`src/rtl/fft8_pkg.sv`:
```
// -----------------------------------------------------------------------------
// fft8_pkg
// Shared definitions for the 8-point FFT datapath and its front-end loader.
//   FFT_N / LOG2N   : transform size and index width
//   DEFAULT_DATA_W  : packed complex sample width
//   cfp16_t         : complex fp16 layout, real in [31:16], imaginary in [15:0]
//   loader_state_t  : frame loader FSM encoding
//   bitrev3()       : 3-bit index bit reversal used for bit-reversed frame order
// -----------------------------------------------------------------------------
package fft8_pkg;

  localparam int FFT_N          = 8;
  localparam int LOG2N          = 3;
  localparam int FP16_W         = 16;
  localparam int DEFAULT_DATA_W = 2 * FP16_W;

  // Field order in a packed struct runs MSB first, so re lands in [31:16].
  typedef struct packed {
    logic [FP16_W-1:0] re;
    logic [FP16_W-1:0] im;
  } cfp16_t;

  typedef enum logic {
    FILL = 1'b0,
    FULL = 1'b1
  } loader_state_t;

  function automatic logic [LOG2N-1:0] bitrev3(input logic [LOG2N-1:0] i);
    return {i[0], i[1], i[2]};
  endfunction

endpackage

```
`src/rtl/fft8_frame_loader.sv`:
```
// -----------------------------------------------------------------------------
// fft8_frame_loader
// Collects a serial stream of complex samples into 8-sample frames and presents
// each frame on eight parallel words for fft8_fp. A frame stays on the outputs
// for at least HOLD_CYCLES+1 cycles; meanwhile the next frame fills a one-deep
// buffer. If that buffer completes before the hold window expires, intake
// stalls (FULL) until the output can take it.
//
// Ports
//   clk          rising-edge clock
//   rst          synchronous active-high reset
//   s_data       input sample {re fp16, im fp16}
//   s_valid      s_data is valid
//   s_last       last sample of a frame (early s_last drops the frame)
//   s_ready      sample is accepted on this cycle's edge when s_valid is high
//   out1..out8   presented frame; out1 = stream sample 0 in natural order
//   frame_valid  one-cycle pulse in the first cycle of a new frame on out*
//   frame_err    one-cycle pulse after a frame was dropped on early s_last
//   frame_cnt    frames presented since reset, wraps
// -----------------------------------------------------------------------------
module fft8_frame_loader
  import fft8_pkg::*;
#(
  parameter int DATA_W      = DEFAULT_DATA_W,
  parameter int HOLD_CYCLES = 7,
  parameter bit BIT_REV     = 1'b0,
  parameter int CNT_W       = 16
) (
  input  logic              clk,
  input  logic              rst,
  input  logic [DATA_W-1:0] s_data,
  input  logic              s_valid,
  input  logic              s_last,
  output logic              s_ready,
  output logic [DATA_W-1:0] out1,
  output logic [DATA_W-1:0] out2,
  output logic [DATA_W-1:0] out3,
  output logic [DATA_W-1:0] out4,
  output logic [DATA_W-1:0] out5,
  output logic [DATA_W-1:0] out6,
  output logic [DATA_W-1:0] out7,
  output logic [DATA_W-1:0] out8,
  output logic              frame_valid,
  output logic              frame_err,
  output logic [CNT_W-1:0]  frame_cnt
);

  localparam logic [LOG2N-1:0] IDX_LAST    = LOG2N'(FFT_N - 1);
  localparam logic [7:0]       HOLD_RELOAD = 8'(HOLD_CYCLES);

  loader_state_t     state;
  loader_state_t     state_nxt;
  logic [LOG2N-1:0]  idx;
  logic [7:0]        hold_cnt;
  logic [DATA_W-1:0] fill_q    [FFT_N];
  logic [DATA_W-1:0] out_q     [FFT_N];
  logic [DATA_W-1:0] frame_src [FFT_N];
  logic [DATA_W-1:0] frame_map [FFT_N];

  logic accept;
  logic idx_at_last;
  logic hold_free;
  logic complete;
  logic drop;
  logic xfer_fill;
  logic xfer_full;
  logic xfer;

  // ---------------------------------------------------------------------------
  // Event decode
  // ---------------------------------------------------------------------------
  assign accept      = s_valid && s_ready;
  assign idx_at_last = (idx == IDX_LAST);
  assign hold_free   = (hold_cnt == 8'd0);
  // s_last on the 8th sample is redundant and ignored; earlier it aborts.
  assign complete    = accept && idx_at_last;
  assign drop        = accept && s_last && !idx_at_last;
  // A completed frame goes straight to the outputs if the hold window is over,
  // otherwise it waits in the fill buffer (FULL) for the window to close.
  assign xfer_fill   = complete && hold_free;
  assign xfer_full   = (state == FULL) && hold_free;
  assign xfer        = xfer_fill || xfer_full;

  // ---------------------------------------------------------------------------
  // FSM: state register
  // ---------------------------------------------------------------------------
  // NOTE: clocked state uses non-blocking assignments so every register
  // samples pre-edge values, independent of block ordering.
  always_ff @(posedge clk) begin
    if (rst) begin
      state <= FILL;
    end else begin
      state <= state_nxt;
    end
  end

  // ---------------------------------------------------------------------------
  // FSM: next state
  // ---------------------------------------------------------------------------
  // NOTE: default assignment first so no path through the block leaves
  // state_nxt unassigned, which would infer a latch.
  always_comb begin
    state_nxt = state;
    case (state)
      FILL:    if (complete && !hold_free) state_nxt = FULL;
      FULL:    if (hold_free)              state_nxt = FILL;
      default: state_nxt = FILL;
    endcase
  end

  // ---------------------------------------------------------------------------
  // FSM: outputs
  // ---------------------------------------------------------------------------
  // Ready depends only on the state register and reset, never on s_valid, so
  // upstream sees no combinational path back through this block.
  always_comb begin
    s_ready = (state == FILL) && !rst;
  end

  // ---------------------------------------------------------------------------
  // Frame assembly and output ordering
  // ---------------------------------------------------------------------------
  always_comb begin
    for (int i = 0; i < FFT_N; i++) begin
      frame_src[i] = fill_q[i];
    end
    // On a direct transfer the 8th sample has not reached the buffer yet.
    if (xfer_fill) begin
      frame_src[FFT_N-1] = s_data;
    end
  end

  // Stream index i drives output bitrev3(i). Since bitrev3 is its own inverse,
  // output p simply reads stream index bitrev3(p).
  always_comb begin
    for (int p = 0; p < FFT_N; p++) begin
      frame_map[p] = BIT_REV ? frame_src[bitrev3(LOG2N'(p))] : frame_src[p];
    end
  end

  // ---------------------------------------------------------------------------
  // Fill buffer
  // ---------------------------------------------------------------------------
  // NOTE: the buffer is left out of reset: every entry is rewritten before it
  // can reach the outputs, and a reset-free array maps onto plain RAM/flops.
  always_ff @(posedge clk) begin
    if (accept) begin
      fill_q[idx] <= s_data;
    end
  end

  // ---------------------------------------------------------------------------
  // Index, hold counter, outputs, status
  // ---------------------------------------------------------------------------
  always_ff @(posedge clk) begin
    if (rst) begin
      idx         <= '0;
      hold_cnt    <= 8'd0;
      frame_valid <= 1'b0;
      frame_err   <= 1'b0;
      frame_cnt   <= '0;
      for (int i = 0; i < FFT_N; i++) begin
        out_q[i] <= '0;
      end
    end else begin
      frame_valid <= xfer;
      frame_err   <= drop;

      if (accept) begin
        idx <= (drop || idx_at_last) ? '0 : idx + LOG2N'(1);
      end

      // Reload on transfer takes priority over the countdown.
      if (xfer) begin
        hold_cnt <= HOLD_RELOAD;
      end else if (!hold_free) begin
        hold_cnt <= hold_cnt - 8'd1;
      end

      if (xfer) begin
        frame_cnt <= frame_cnt + CNT_W'(1);
        for (int i = 0; i < FFT_N; i++) begin
          out_q[i] <= frame_map[i];
        end
      end
    end
  end

  assign out1 = out_q[0];
  assign out2 = out_q[1];
  assign out3 = out_q[2];
  assign out4 = out_q[3];
  assign out5 = out_q[4];
  assign out6 = out_q[5];
  assign out7 = out_q[6];
  assign out8 = out_q[7];

endmodule

```
`config.mk`:
```
export PLATFORM = sky130hd
export DESIGN_NAME = fft8_frame_loader
export DESIGN_NICKNAME = d
export VERILOG_FILES = /design/src/rtl/fft8_pkg.sv /design/src/rtl/fft8_frame_loader.sv
export SDC_FILE = /design/constraint.sdc
export NUM_CORES = 1
export LEC_CHECK = 0
export CORE_ASPECT_RATIO = 1.5
export CORE_MARGIN = 4
export CORE_UTILIZATION = 53
export CTS_CLUSTER_SIZE = 20
export DETAILED_ROUTE_END_ITERATION = 12
export PLACE_DENSITY = 0.79
export SLEW_MARGIN = 40
export SYNTH_ARGS = -nofsm -noshare
export SYNTH_HDL_FRONTEND = slang
export SYNTH_SLANG_ARGS = --single-unit
```
`constraint.sdc`:
```
create_clock -name clk -period 12.17 [get_ports clk]
set_input_delay 2.434 -clock clk [delete_from_list [all_inputs] [get_ports clk]]
set_output_delay 2.434 -clock clk [all_outputs]
set_load 0.03 [all_outputs]
```
==> results of run 1 <==
## critical path, delay by kind of cell
kind,cells,cell delay [ns]
and+or+nand+nor,1,0.14
buffers and inverters,2,1.12
## cell type report
type | instances | area [um2]
Inverter | 8 | 30.03
Multi-Input combinational cell | 448 | 2713
Sequential cell | 542 | 15980
Timing Repair Buffer | 330 | 3328
Tap cell | 473 | 591.8
Clock buffer | 61 | 1229
Clock inverter | 19 | 177.7
Fill cell | 2159 | 10950
## state kept, by name, summed over array words and instances (netlist names)
name	flops
frame_cnt	16
hold_cnt	8
idx	3
out_q	256
frame_valid	1
fill_q	256
state	1
frame_err	1
## cells in the final DEF, fill, tap and decap left out, drive strengths merged, types with 10 or more instances in the layout
master | netlist | layout
a21oi | 48 | 48
nor2b | 33 | 33
edfxtp | 512 | 512
clkinv | 0 | 11
inv | 8 | 10
nand2 | 76 | 76
clkbuf | 35 | 61
buf | 7 | 21
nor2 | 14 | 14
and2 | 193 | 193
dfxtp | 30 | 30
clkdlybuf4s50 | 0 | 309
## layer usage
layer  global-route usage  vias to the layer above  part of all wire
li1                     -                     4480                 -
met1               0.2379                     4818              0.37
met2               0.3586                      309              0.54
met3              0.03209                       87             0.051
met4              0.08182                        0             0.043
met5                    0                        -                 0
## worst paths after layout
check | endpoint | cells past startpoint | start | slack [ns]
max | s_ready | 3 | rst | 5.99
min | out_q[0][98] | 1 | fill_q[3][2] | 0.51
max reg2reg | out_q[0][112] | 7 | hold_cnt[0] | 8.50
min reg2reg | out_q[0][98] | 1 | fill_q[3][2] | 0.51
## power groups by stage
stage,clock network (mW),registers [mW],logic (mW)
floorplan,0,2.23,0.0959
global placement,0,2.16,0.270
detailed placement,0,2.16,0.278
CTS,1.42,2.12,0.281
global route,1.49,2.12,0.296
finish,1.38,2.12,0.278
## cell families after synthesis
family | after synthesis
AOI/OAI and AO/OA | 69
xor gates and xnor gates | 6
adders and majority gates | 5
buffers and inverters | 50
DFF | 542
muxes | 3
and+or+nand+nor | 365
## stage by stage
stage / area [um2] / std cells / worst slack [ns] / hold slack, ns
3_3_place_gp: 22500 / 1796 / 6.002 / 0.4752
3_5_place_dp: 22600 / 1800 / 6.009 / 0.4951
6_report: 24040 / 1881 / 5.993 / 0.5093
2_1_floorplan: 18800 / 1040 / 2.123 / 0.4539
5_1_grt: 24040 / 1881 / 5.912 / 0.5214
4_1_cts: 24000 / 1880 / 5.998 / 0.5027
==> results.py, run 1 <==
metrics = {
    "run_status": {
        "status": "finished, final reports clean",
    },
    "sta": {
        "finalHoldViolations": 0,
        "drv_slew": 0,
        "max_freq_mhz": 161.9,
        "finalSetupViolCount": 0,
        "fin_skew_ns": 0.01555,
        "period_needed_ns": 6.177,
        "final.period_utilization": 0.5076,
        "max_slew.worst_pin.slew_ns": 0.7643,
        "slew_headroom": 0.4905,
        "fin_setup_tns_ns": 0,
        "rsz0062_at_grt": "false",
    },
    "cts": {
        "cts.repair.resized": 0,
        "path_clk_slew_ns": 0.06,
        "cts_hold_buf": 0,
        "cts_tree": "yes",
        "root_buffer": "clkbuf_16",
        "clkLatencyLatePin_ns": 0.55,
        "cts.path.max_buffers": 3,
        "cts-buffers-inserted": 46,
        "postCtsSetupBuffers": 0,
        "htreeDepth": 2,
        "cts.sinks": 542,
    },
    "placement": {
        "port_buffers": 310,
        "dp_hpwl_mm": 25.56,
        "place_congestion": 0.7888,
    },
    "power": {
        "combPwrFrac": 0.074,
        "sequentialPowerShare": 0.560,
        "vdd_drop_max_mv": 0.1295,
        "switching_share": 0.2161,
        "power.switching_uw": 817.3,
        "p_leak_nw": 8.263,
        "total_power_mw": 3.782,
        "powerDensity_nw_per_um2": 157.3,
        "clockPowerShare": 0.366,
        "power.internal_mw": 2.965,
    },
    "synth": {
        "yosys.area_share.adder": 0.003328,
        "yosysSeqAreaShare": 0.8498,
        "synth_top_cell_by_area": "edfxtp_1",
        "synth-simple-area-share": 0.1109,
        "syn_nets": 1081,
        "synth-xor-area-share": 0.002795,
        "synth-seq-cells": 542,
        "avgSynthCellArea_um2": 18.08,
        "synth_cells": 1040,
        "yosys-top-cells-count": "edfxtp_1, and2_1, nand2_1",
        "synth_top_cell_area_share": 0.8178,
        "synth_top_family_by_area": "simple AND/OR/NAND/NOR gates",
        "yosys.cell_types.count": 39,
        "synth_flop_cell": "edfxtp_1",
        "ys_async_sr_fraction": 0,
        "synth_area_leaders": "edfxtp_1, and2_1, dfxtp_1",
        "synth_area_um2": 18800,
        "synth_edf_count": 512,
        "yosys_warnings": 0,
        "yosysMostFrequentCell": "edfxtp_1",
        "synth-compound-area-share": 0.02110,
        "synthMuxAreaShare": 0.001664,
    },
    "critical_path": {
        "cp-end-kind": "output pin",
        "crit_fanout": 56,
        "crit_chain": "buf_4 -> nor2_1 -> clkdlybuf4s50_1",
        "required_ns": 9.74,
        "worst-setup-path-type": "input port to output pin",
        "cp-start-kind": "input port",
        "critPathArrivalTime_ns": 3.74,
        "critical_path.slowest_cell": "clkdlybuf4s50_1",
        "slowest_delay_ns": 0.63,
    },
    "global_route": {
        "grt_first_pass_wirelength_mm": 57.86,
        "gr-total-overflow": 0,
        "grt_antenna_before_repair": 0,
        "grt_pass1_vias": 9666,
        "grt_usage": 0.1988,
        "grt_max_degree": 106,
    },
    "floorplan": {
        "num_rows": 84,
        "coreArea_um2": 35000,
        "io_pins": 311,
        "die_area_um2": 38610,
        "die_w_um": 161.8,
        "initial_core_util": 0.5371,
        "dieHeight_um": 238.7,
    },
    "drt": {
        "drtIter0Drc": 576,
        "viasPerCell": 5.154,
        "drc": 0,
        "drt_wl_total_mm": 39.07,
        "wl_per_cell_um": 20.77,
        "vias": 9694,
        "first_pass_iters": 5,
        "final_antenna_net_count": 0,
    },
    "layout": {
        "fin_nets": 1417,
        "utilization": 0.6870,
        "syn_to_final_growth_pct": 27.90,
        "n_antenna_cell": 0,
        "drive_gt1_frac": 0.06960,
    },
    "min_path": {
        "min_path_type": "flop to flop",
    },
    "run": {
        "cap_violations": 0,
    },
}
(Power assumes the default switching activity.)
==> run 2: changes to the inputs <==
CORE_UTILIZATION = 48   (was 53)
PLACE_DENSITY = 0.76   (was 0.79)
clock period = 5.09 ns   (was 12.17 ns; I/O delays follow)
==> results.py, run 2 (synthesized netlist as in run 1, its figures left out) <==
metrics = {
    "critical_path": {
        "cp-end-kind": "output pin",
        "cp-start-kind": "input port",
        "required_ns": 4.07,
        "worst-setup-path-type": "input port to output pin",
        "critPathArrivalTime_ns": 2.30,
        "r2r_start": "idx[0]",
        "crit_fanout": 52,
        "startpoint": "rst",
    },
    "sta": {
        "whs_ns": 0.4989,
        "drv_slew": 0,
        "period_needed_ns": 3.319,
        "max_freq_mhz": 301.3,
        "max_slew.worst_pin.slew_ns": 0.7833,
        "finalHoldViolations": 0,
        "setup_ws_ns": 1.771,
        "fin_setup_tns_ns": 0,
        "fin_skew_ns": 0.02160,
        "finalSetupViolCount": 0,
        "final.period_utilization": 0.6520,
        "rsz0062_at_grt": "false",
        "slew_headroom": 0.4778,
    },
    "layout": {
        "fin_nets": 1424,
        "layoutNonFillerInstCount": 1913,
        "final_cell_mix": "edfxtp_1, clkdlybuf4s50_1, and2_1, nand2_1, a21oi_1",
        "syn_to_final_growth_pct": 29.49,
        "reg_top3": "fill_q: 256 flops, out_q: 256 flops, frame_cnt: 16 flops",
        "mostFrequentLayoutCell": "edfxtp_1",
        "drive_gt1_frac": 0.08186,
    },
    "run": {
        "cap_violations": 0,
    },
    "placement": {
        "port_buffers": 310,
        "placed_cells": 1829,
        "place_congestion": 0.7929,
        "post-place-ws_ns": 1.314,
        "dp_hpwl_mm": 26.89,
    },
    "floorplan": {
        "die_area_um2": 42460,
        "initial_core_util": 0.4878,
        "dieHeight_um": 250.4,
        "num_rows": 88,
        "coreArea_um2": 38540,
        "die_w_um": 169.6,
        "io_pins": 311,
    },
    "min_path": {
        "hp-start": "fill_q[1][4]",
        "min_path_type": "flop to flop",
    },
    "global_route": {
        "grt_antenna_before_repair": 0,
        "gr-total-overflow": 0,
        "grt_max_degree": 89,
        "grt_first_pass_wirelength_mm": 60.70,
        "grt_pass1_vias": 10020,
        "grt_usage": 0.1908,
    },
    "cts": {
        "cts.repair.resized": 0,
        "clkLatencyLatePin_ns": 0.56,
        "cts.path.max_buffers": 3,
        "postCtsSetupBuffers": 0,
        "root_buffer": "clkbuf_16",
        "cts_tree": "yes",
        "cts-buffers-inserted": 46,
        "path_clk_slew_ns": 0.07,
        "cts_hold_buf": 0,
        "htreeDepth": 2,
        "cts.sinks": 542,
    },
    "drt": {
        "vias": 9822,
        "drc": 0,
        "viasPerCell": 5.134,
        "drtIter0Drc": 656,
        "drt_wl_total_mm": 41.12,
        "first_pass_iters": 5,
        "final_antenna_net_count": 0,
        "wl_per_cell_um": 21.49,
    },
    "power": {
        "vdd_drop_max_mv": 0.2582,
        "p_leak_nw": 8.430,
        "powerDensity_nw_per_um2": 388.8,
        "total_power_mw": 9.465,
    },
    "run_status": {
        "status": "finished, final reports clean",
    },
}
run 2: cell count changes in the layout (fill, tap and decap cells not counted), sizes merged:
cell	delta
diode	+1
clkinv	+5
clkinvlp	-3
inv	-1
bufinv	+7
buf	+7
clkbuf	-6
run 2: cell type report:
cell class | count | area [um2]
flip-flops and latches | 542 | 15980
fillers | 2646 | 14190
repair buffers | 337 | 3403
multi-input cells | 448 | 2709
clock buffers | 55 | 1216
well taps | 495 | 619.3
clock inverters | 27 | 387.9
inverters | 8 | 30.03
diodes | 1 | 2.502
run 2: power by group:
part           internal [mW]  switching (mW)
Sequential              4.99          0.0756
Clock                   2.21            1.51
Combinational          0.247           0.427
Total                   7.45            2.01
run 2: metrics by stage:
stage / utilization / instance area, um2
2_1_floorplan: - / 18810
3_5_place_dp: 0.5894 / 22720
5_1_grt: 0.6316 / 24340
6_report: 0.6317 / 24340
4_1_cts: 0.6311 / 24320
3_3_place_gp: 0.5872 / 22630
run 2: worst paths after layout:
check / end / slack, ns / cells past startpoint
worst min-delay path: out_q[0][36] / 0.50 / 1
worst max register to register: out_q[0][0] / 1.87 / 7
worst min register to register: out_q[0][36] / 0.50 / 1
worst max-delay path: s_ready / 1.77 / 3
run 2: critical path: stages:
cell	delay [ns]
buf_4	0.46
nor2_1	0.14
clkdlybuf4s50_1	0.64
run 2: layer usage:
metal | GRT usage | vias up | wire length (um)
met2 | 0.3451 | 351 | 22190
met3 | 0.02968 | 91 | 2218
met4 | 0.1008 | 0 | 2293
li1 | - | 4491 | -
met1 | 0.2142 | 4889 | 14410
met5 | 0 | - | 0
==> run 3: changes to the inputs <==
clock period = 2.9 ns   (was 5.09 ns; I/O delays follow)
==> results.py, run 3 (synthesized netlist as in run 1, its figures left out) <==
metrics = {
    "critical_path": {
        "required_ns": 2.32,
        "cp-end-kind": "output pin",
        "reg2reg_depth": 7,
        "cp-start-kind": "flop",
        "worst-setup-path-type": "flop to output pin",
        "r2r_start": "idx[0]",
        "r2r_slack_ns": 0.55,
        "crit_fanout": 7,
        "reg2reg_to": "out_q[0][50]",
        "critPathArrivalTime_ns": 1.82,
    },
    "min_path": {
        "min_path_type": "input port to flop",
        "hold_depth": 2,
        "hp-start": "rst",
        "whs_endpoint": "idx[0]",
    },
    "global_route": {
        "grt_first_pass_wirelength_mm": 60.27,
        "grt_usage": 0.1887,
        "grt_max_degree": 109,
        "grt_pass1_vias": 9933,
        "gr-total-overflow": 0,
        "grt_antenna_before_repair": 0,
    },
    "power": {
        "p_leak_nw": 8.450,
        "combPwrFrac": 0.077,
        "vdd_drop_max_mv": 0.4374,
        "clockPowerShare": 0.372,
        "power.internal_mw": 12.64,
        "switching_share": 0.2173,
        "total_power_mw": 16.15,
        "powerDensity_nw_per_um2": 660.8,
        "power.switching_mw": 3.511,
        "sequentialPowerShare": 0.551,
    },
    "layout": {
        "mostFrequentLayoutCell": "edfxtp_1",
        "syn_to_final_growth_pct": 30.04,
        "fillCellCount": 2697,
        "n_antenna_cell": 0,
        "utilization": 0.6344,
        "final_cell_mix": "edfxtp_1, clkdlybuf4s50_1, and2_1, nand2_1, a21oi_1",
        "regArea_um2": 15980,
        "reg_top3": "fill_q: 256 flops, out_q: 256 flops, frame_cnt: 16 flops",
        "layoutNonFillerInstCount": 1926,
        "multi_input_area_um2": 2735,
        "fin_nets": 1438,
        "drive_gt1_frac": 0.09085,
    },
    "placement": {
        "place_congestion": 0.7982,
        "port_buffers": 310,
        "dp_hpwl_mm": 26.99,
        "placed_cells": 1844,
    },
    "cts": {
        "cts.repair.resized": 0,
        "cts-buffers-inserted": 46,
        "cts.sinks": 542,
        "htreeDepth": 2,
        "cts_tree": "yes",
        "path_clk_slew_ns": 0.06,
        "root_buffer": "clkbuf_16",
        "postCtsSetupBuffers": 0,
        "clkLatencyLatePin_ns": 0.56,
        "cts.path.max_buffers": 3,
        "cts_hold_buf": 0,
    },
    "drt": {
        "drtIter0Drc": 579,
        "drc": 0,
        "drt_wl_total_mm": 40.26,
        "final_antenna_net_count": 0,
        "first_pass_iters": 4,
        "wl_per_cell_um": 20.90,
        "vias": 9815,
        "viasPerCell": 5.096,
    },
    "floorplan": {
        "dieHeight_um": 250.4,
        "die_area_um2": 42460,
        "initial_core_util": 0.4878,
        "num_rows": 88,
        "coreArea_um2": 38540,
        "io_pins": 311,
        "die_w_um": 169.6,
    },
    "sta": {
        "whs_ns": 0.3032,
        "fin_skew_ns": 0.01800,
        "rsz0062_at_grt": "false",
        "max_freq_mhz": 416.1,
        "slew_headroom": 0.5492,
        "drv_slew": 0,
        "max_slew.worst_pin.slew_ns": 0.6763,
        "final.period_utilization": 0.8287,
        "finalSetupViolCount": 0,
        "period_needed_ns": 2.403,
        "finalHoldViolations": 0,
    },
    "run_status": {
        "status": "finished, final reports clean",
    },
    "run": {
        "cap_violations": 0,
    },
}
==> run 3: cell types whose count changed in the layout (fill, tap and decap cells not counted), sizes merged, moves of 2 or more <==
cell,change
clkinv,-2
bufinv,-6
clkbuf,+4
inv,+2
buf,+14
clkinvlp,+2
==> run 3: worst max-delay path: stages (launching register included) <==
cell             delay, ns
dfxtp_1               0.40
nor2_1                0.17
clkdlybuf4s50_1       0.71
==> run 3: per-layer routing <==
layer / vias up / GRT usage / share of wire
met3: 93 / 0.03394 / 0.052
met2: 300 / 0.3411 / 0.55
li1: 4522 / - / -
met5: - / 0 / 0
met4: 0 / 0.08377 / 0.046
met1: 4900 / 0.2168 / 0.35
==> run 3: power by group through the flow <==
stage	Combinational, mW	Clock [mW]	Sequential (mW)
final	1.24	6.02	8.90
after global routing	1.33	6.50	8.91
after CTS	1.25	6.14	8.90
after detailed placement	1.25	0	9.07
after global placement	1.21	0	9.06
after floorplan	0.407	0	9.32
==> run 3: how the worst max path moves through the flow <==
| stage | end | slack, ns | start |
|---|---|---|---|
| 2_1_floorplan | out_q[0][0] | -0.55 | rst |
| 4_1_cts | out_q[0][50] | 0.36 | idx[0] |
| 3_5_place_dp | out_q[0][50] | 0.15 | s_valid |
| 3_3_place_gp | out_q[0][17] | 0.18 | s_valid |
| 5_1_grt | out_q[0][110] | 0.35 | idx[1] |
| 6_report | s_ready | 0.50 | state |
==> run 3: through the flow <==
step | area [um2] | setup slack, ns | setup TNS (ns)
floorplan | 18870 | -0.5457 | -187.61
global placement | 22960 | 0.1783 | 0
detailed placement | 22960 | 0.1487 | 0
CTS | 24440 | 0.3614 | 0
global route | 24450 | 0.3527 | 0
finish | 24450 | 0.4968 | 0
==> run 3: layout make-up <==
type                       count  area share
sequential                   542      0.6536
timing repair buffer         351      0.1478
multi-input combinational    448      0.1119
clock buffer                  59     0.05077
tap                          495     0.02534
clock inverter                23    0.009418
inverter                       8    0.001228
